==> src/rtl/ram_bist_ctrl.sv <==
// March BIST controller for the 16x8 sync RAM: W / RW / RW / R march with a
// background pattern and its complement, recording the first failing read.
module ram_bist_ctrl #(
  parameter int                ADDR_W     = 4,
  parameter int                DATA_W     = 8,
  parameter logic [DATA_W-1:0] BG_PATTERN = 'h55
) (
  input  logic              clk,
  input  logic              rst,
  input  logic              start,
  output logic              ram_en,
  output logic              ram_we,
  output logic [ADDR_W-1:0] ram_addr,
  output logic [DATA_W-1:0] ram_din,
  input  logic [DATA_W-1:0] ram_dout,
  output logic              busy,
  output logic              done,
  output logic              pass,
  output logic [ADDR_W-1:0] fail_addr,
  output logic [DATA_W-1:0] fail_exp,
  output logic [DATA_W-1:0] fail_got
);

  localparam logic [ADDR_W-1:0] ADDR_MAX = '1;

  typedef enum logic [2:0] {
    S_IDLE, S_M0, S_M1, S_M2, S_M3, S_FLUSH, S_DONE
  } state_t;

  state_t            state_q, state_d;
  logic [ADDR_W-1:0] cnt_q, cnt_d;
  logic              phase_q, phase_d;
  logic              chk_pend_q, chk_pend_d;
  logic [DATA_W-1:0] exp_q, exp_d;
  logic [ADDR_W-1:0] rd_addr_q, rd_addr_d;
  logic              pass_q, pass_d;
  logic [ADDR_W-1:0] fail_addr_q, fail_addr_d;
  logic [DATA_W-1:0] fail_exp_q, fail_exp_d;
  logic [DATA_W-1:0] fail_got_q, fail_got_d;

  logic              rd_issue;
  logic [DATA_W-1:0] rd_exp;
  logic              mismatch;

  always_ff @(posedge clk or posedge rst) begin
    if (rst) begin
      state_q     <= S_IDLE;
      cnt_q       <= '0;
      phase_q     <= 1'b0;
      chk_pend_q  <= 1'b0;
      exp_q       <= '0;
      rd_addr_q   <= '0;
      pass_q      <= 1'b0;
      fail_addr_q <= '0;
      fail_exp_q  <= '0;
      fail_got_q  <= '0;
    end else begin
      state_q     <= state_d;
      cnt_q       <= cnt_d;
      phase_q     <= phase_d;
      chk_pend_q  <= chk_pend_d;
      exp_q       <= exp_d;
      rd_addr_q   <= rd_addr_d;
      pass_q      <= pass_d;
      fail_addr_q <= fail_addr_d;
      fail_exp_q  <= fail_exp_d;
      fail_got_q  <= fail_got_d;
    end
  end

  always_comb begin
    state_d     = state_q;
    cnt_d       = cnt_q;
    phase_d     = phase_q;
    exp_d       = exp_q;
    rd_addr_d   = rd_addr_q;
    pass_d      = pass_q;
    fail_addr_d = fail_addr_q;
    fail_exp_d  = fail_exp_q;
    fail_got_d  = fail_got_q;
    ram_en      = 1'b0;
    ram_we      = 1'b0;
    ram_din     = '0;
    rd_issue    = 1'b0;
    rd_exp      = BG_PATTERN;

    // A pending compare left over from the mismatch cycle must not count in DONE.
    mismatch = chk_pend_q && (ram_dout != exp_q) &&
               (state_q != S_IDLE) && (state_q != S_DONE);

    case (state_q)
      S_IDLE: begin
        if (start) begin
          state_d = S_M0;
          cnt_d   = '0;
          phase_d = 1'b0;
        end
      end
      S_M0: begin
        ram_en  = 1'b1;
        ram_we  = 1'b1;
        ram_din = BG_PATTERN;
        cnt_d   = cnt_q + ADDR_W'(1);
        if (cnt_q == ADDR_MAX) begin
          state_d = S_M1;
          phase_d = 1'b0;
        end
      end
      S_M1: begin
        ram_en = 1'b1;
        if (!phase_q) begin
          rd_issue = 1'b1;
          rd_exp   = BG_PATTERN;
          phase_d  = 1'b1;
        end else begin
          ram_we  = 1'b1;
          ram_din = ~BG_PATTERN;
          phase_d = 1'b0;
          cnt_d   = cnt_q + ADDR_W'(1);
          if (cnt_q == ADDR_MAX) begin
            state_d = S_M2;
            cnt_d   = ADDR_MAX;
          end
        end
      end
      S_M2: begin
        ram_en = 1'b1;
        if (!phase_q) begin
          rd_issue = 1'b1;
          rd_exp   = ~BG_PATTERN;
          phase_d  = 1'b1;
        end else begin
          ram_we  = 1'b1;
          ram_din = BG_PATTERN;
          phase_d = 1'b0;
          cnt_d   = cnt_q - ADDR_W'(1);
          if (cnt_q == '0) state_d = S_M3;
        end
      end
      S_M3: begin
        ram_en   = 1'b1;
        rd_issue = 1'b1;
        rd_exp   = BG_PATTERN;
        cnt_d    = cnt_q - ADDR_W'(1);
        if (cnt_q == '0) state_d = S_FLUSH;
      end
      S_FLUSH: begin
        state_d = S_DONE;
        pass_d  = 1'b1;
      end
      S_DONE: begin
        if (start) begin
          state_d     = S_M0;
          cnt_d       = '0;
          phase_d     = 1'b0;
          pass_d      = 1'b0;
          fail_addr_d = '0;
          fail_exp_d  = '0;
          fail_got_d  = '0;
        end
      end
      default: state_d = S_IDLE;
    endcase

    chk_pend_d = rd_issue;
    if (rd_issue) begin
      exp_d     = rd_exp;
      rd_addr_d = cnt_q;
    end

    if (mismatch) begin
      state_d     = S_DONE;
      pass_d      = 1'b0;
      fail_addr_d = rd_addr_q;
      fail_exp_d  = exp_q;
      fail_got_d  = ram_dout;
    end
  end

  assign ram_addr  = ram_en ? cnt_q : '0;
  assign busy      = (state_q != S_IDLE) && (state_q != S_DONE);
  assign done      = (state_q == S_DONE);
  assign pass      = pass_q;
  assign fail_addr = fail_addr_q;
  assign fail_exp  = fail_exp_q;
  assign fail_got  = fail_got_q;

endmodule
==> config.mk <==
export PLATFORM = sky130hd
export DESIGN_NAME = ram_bist_ctrl
export DESIGN_NICKNAME = d
export VERILOG_FILES = /design/src/rtl/ram_bist_ctrl.sv
export SDC_FILE = /design/constraint.sdc
export NUM_CORES = 1
export LEC_CHECK = 0
export CORE_MARGIN = 10
export CORE_UTILIZATION = 40
export CTS_BUF_LIST = sky130_fd_sc_hd__clkbuf_8
export CTS_CLUSTER_SIZE = 25
export DETAILED_ROUTE_END_ITERATION = 8
export HOLD_SLACK_MARGIN = 0.08
export PLACE_DENSITY = 0.66
export SLEW_MARGIN = 5
export SYNTH_ARGS = -nofsm -noshare
export SYNTH_HDL_FRONTEND = slang
export SYNTH_SLANG_ARGS = --single-unit
==> constraint.sdc <==
create_clock -name clk -period 1.6 [get_ports clk]
set_input_delay 0.24 -clock clk [delete_from_list [all_inputs] [get_ports clk]]
set_output_delay 0.24 -clock clk [all_outputs]
set_load 0.05 [all_outputs]
==> results.md <==
- Status: finished, violations left
- Violated checks: setup timing
- Syn_nets: 231
- Final setup fails: 37
- Post-route DRC violation count: 0
- Max-slew violation count: 0
- Leading cell types in the layout, fill and taps excluded: 76 x buf_4, 27 x dfrtp_1, 20 x inv_1
- Final nets: 330
- N_diodes: 0
- Hold_buf cts: 0
- Die Wd: 90.2 um
- PortBufs: 47
- Largest net degree at the start of global routing: 31
- Layout Utilization: 0.706
- WL/cell: 15.5 um
- Req. time, crit path: 1.36 ns
- Multi-input logic area: 1140 sq um
- Seq/Total Area, Yosys: 0.381
- Via density: 5.01
- Antenna violations before repair: 0
- CTS tree: yes
- Synth Warn #: 0
- Storage cell area: 754 sq um
- Synth Register Bits: 30
- Min-delay worst type: in -> async
- Avg Cell Area, Syn: 9.05 sq um
- Startpoint types: flip-flop
- Max_cap viols: 0
- Cells on worst reg2reg path: 5
- Worst setup EP type: output port
- M2 GR Usage: 0.214
- Critical path class: reg -> out
- Top-Level Pins: 48
- Ys async rst share: 1.00
- Share of layout cells above drive strength 1: 0.497
- Overall routing resource usage: 0.134
- Initial Util: 0.415
- CTS H-Tree Depth: 2
- Post-synth EDFFs: 0
- CTS Buffer Depth: 2
- Max Fclk: 567 MHz
- Min cycle time layout: 1.76 ns
- Max-Slew Margin vs Limit: 0.724
- Tightest Pin Transition: 0.405 ns
- Met1 usage: 0.166
- Synth-to-Final Area Change: 70.2%
- CTS clk-pin slew, worst paths: 0.07 ns
- Total grt overflow: 0
- Met3 GRT Util: 0.0441
- Crit path DAT: 1.52 ns
- Drt total wl: 5980 um
- Post-route ant nets: 0
- Synth Instances: 218
- Flop-to-flop setup slack: -0.12 ns
- CP startpoint: state_q[0]
- R2R Path Start: state_q[0]
- Worst setup margin: -0.163 ns
- TritonCTS buffer count: 5
- # rows: 25
- Pre-Repair DR Iteration Count: 4
- Final Cycle Share: 1.10
- Die Area: 8140 sq um
- Hpwl dp: 4000 um
- Crit path to: busy
- Die Y-Extent: 90.2 um
- Via count: 1929
- GP Congestion: 0.863
- Final Cell Area: 3360 sq um
- Core ar.: 4750 sq um
- Hold Vio Cnt, Final: 0
- Post-Synthesis Cell Area: 1970 sq um
- Filler cells: 354
- Skew-Pair Late Insertion Delay: 0.29 ns
- Vias in the first global route: 1844
- Post-synth top flop: dfrtp_1
- Clk sinks: 30
- Unrepaired setup endpoints after global routing: yes
- DR iter-0 viols: 79
- Clk Tree Root Cell: clkbuf_8
- Crit Path Max Fanout: 7
- Clk_skew: 0.00636 ns
- First-pass GRT wire length: 9180 um
- Yosys cell types: 48
- Reg-to-Reg End: cnt_q[2]
- Most used routing layer: met2
- DP Area: 2930 sq um
- Most common cell after layout, fill and taps aside: buf_4
- Min Hold Slack: 0.345 ns
registers in the layout, summed over array words and instances (netlist names):
signal      count
chk_pend_q      1
cnt_q           4
exp_q           2
fail_addr       4
fail_exp        2
fail_got        8
pass            1
phase_q         1
rd_addr_q       4
state_q         3
stage by stage:
stage                     worst slack (ns)  std cells  TNS [ns]
after global placement              -0.328        353     -5.86
final                               -0.163        385     -2.37
after detailed placement            -0.353        353     -6.46
after CTS                           -0.177        371     -2.93
after floorplan                     -0.113        218    -0.694
after global routing                -0.195        385     -4.56
layout make-up:
type                       count  share of cell area
clock buffer                   5              0.0205
clock inverter                 3              0.0119
inverter                      22              0.0246
multi-input combinational    141               0.340
sequential                    30               0.225
tap                           67              0.0250
timing repair buffer         117               0.353
kinds of logic (layout without fill, tap and decap cells):
group,after synthesis,in the layout,share of synthesized area
adder cells (fa/ha/maj),2,2,0.0127
AND/OR/NAND/NOR,69,69,0.189
flip-flops,30,30,0.381
AO/OA/AOI/OAI,48,48,0.175
buffers and inverters,47,147,0.118
XOR/XNOR,2,2,0.00888
multiplexers,20,20,0.115
what timing repair did:
item                                    CTS  global route
setup buffers                            10            15
gates resized for setup                  29            11
endpoints found under the setup margin   40            42
gates cloned                              1             0
pin swaps                                 8             8
routing by layer:
metal  wire, um  share of wire
met4        121          0.020
met5          0              0
met2       2850           0.48
met1       2630           0.44
met3        383          0.064
worst min path at each step:
stage | slack [ns] | cells past startpoint | end
final | 0.34 | 3 | fail_addr[1]
after global routing | 0.40 | 3 | fail_got[7]
after CTS | 0.35 | 3 | fail_got[4]
after detailed placement | 0.47 | 2 | rd_addr_q[2]
after global placement | 0.46 | 2 | rd_addr_q[2]
after floorplan | 0.32 | 1 | pass
synth_stat cells, types with 4 or more instances:
cell type | instances | area (sq um)
dfrtp_1 | 30 | 751
mux2i_1 | 16 | 160
nand3_1 | 4 | 20.0
nand2_1 | 20 | 75.1
nor2_1 | 7 | 26.3
nand2b_1 | 6 | 37.5
nand4_1 | 4 | 25.0
nor2b_1 | 5 | 31.3
or3_1 | 5 | 31.3
buf_4 | 12 | 90.1
clkbuf_1 | 8 | 30.0
and2_1 | 6 | 37.5
o21ai_0 | 15 | 75.1
inv_1 | 22 | 82.6
a21oi_1 | 8 | 40.0
critical path, cell delays in order, from the launching register on:
cell and delay, ns:
dfrtp_2 0.51, buf_8 0.17, or3_4 0.39, buf_12 0.16
Power is not shown: default switching activity piles up to over one toggle a cycle in this logic, so the estimate is an artifact.
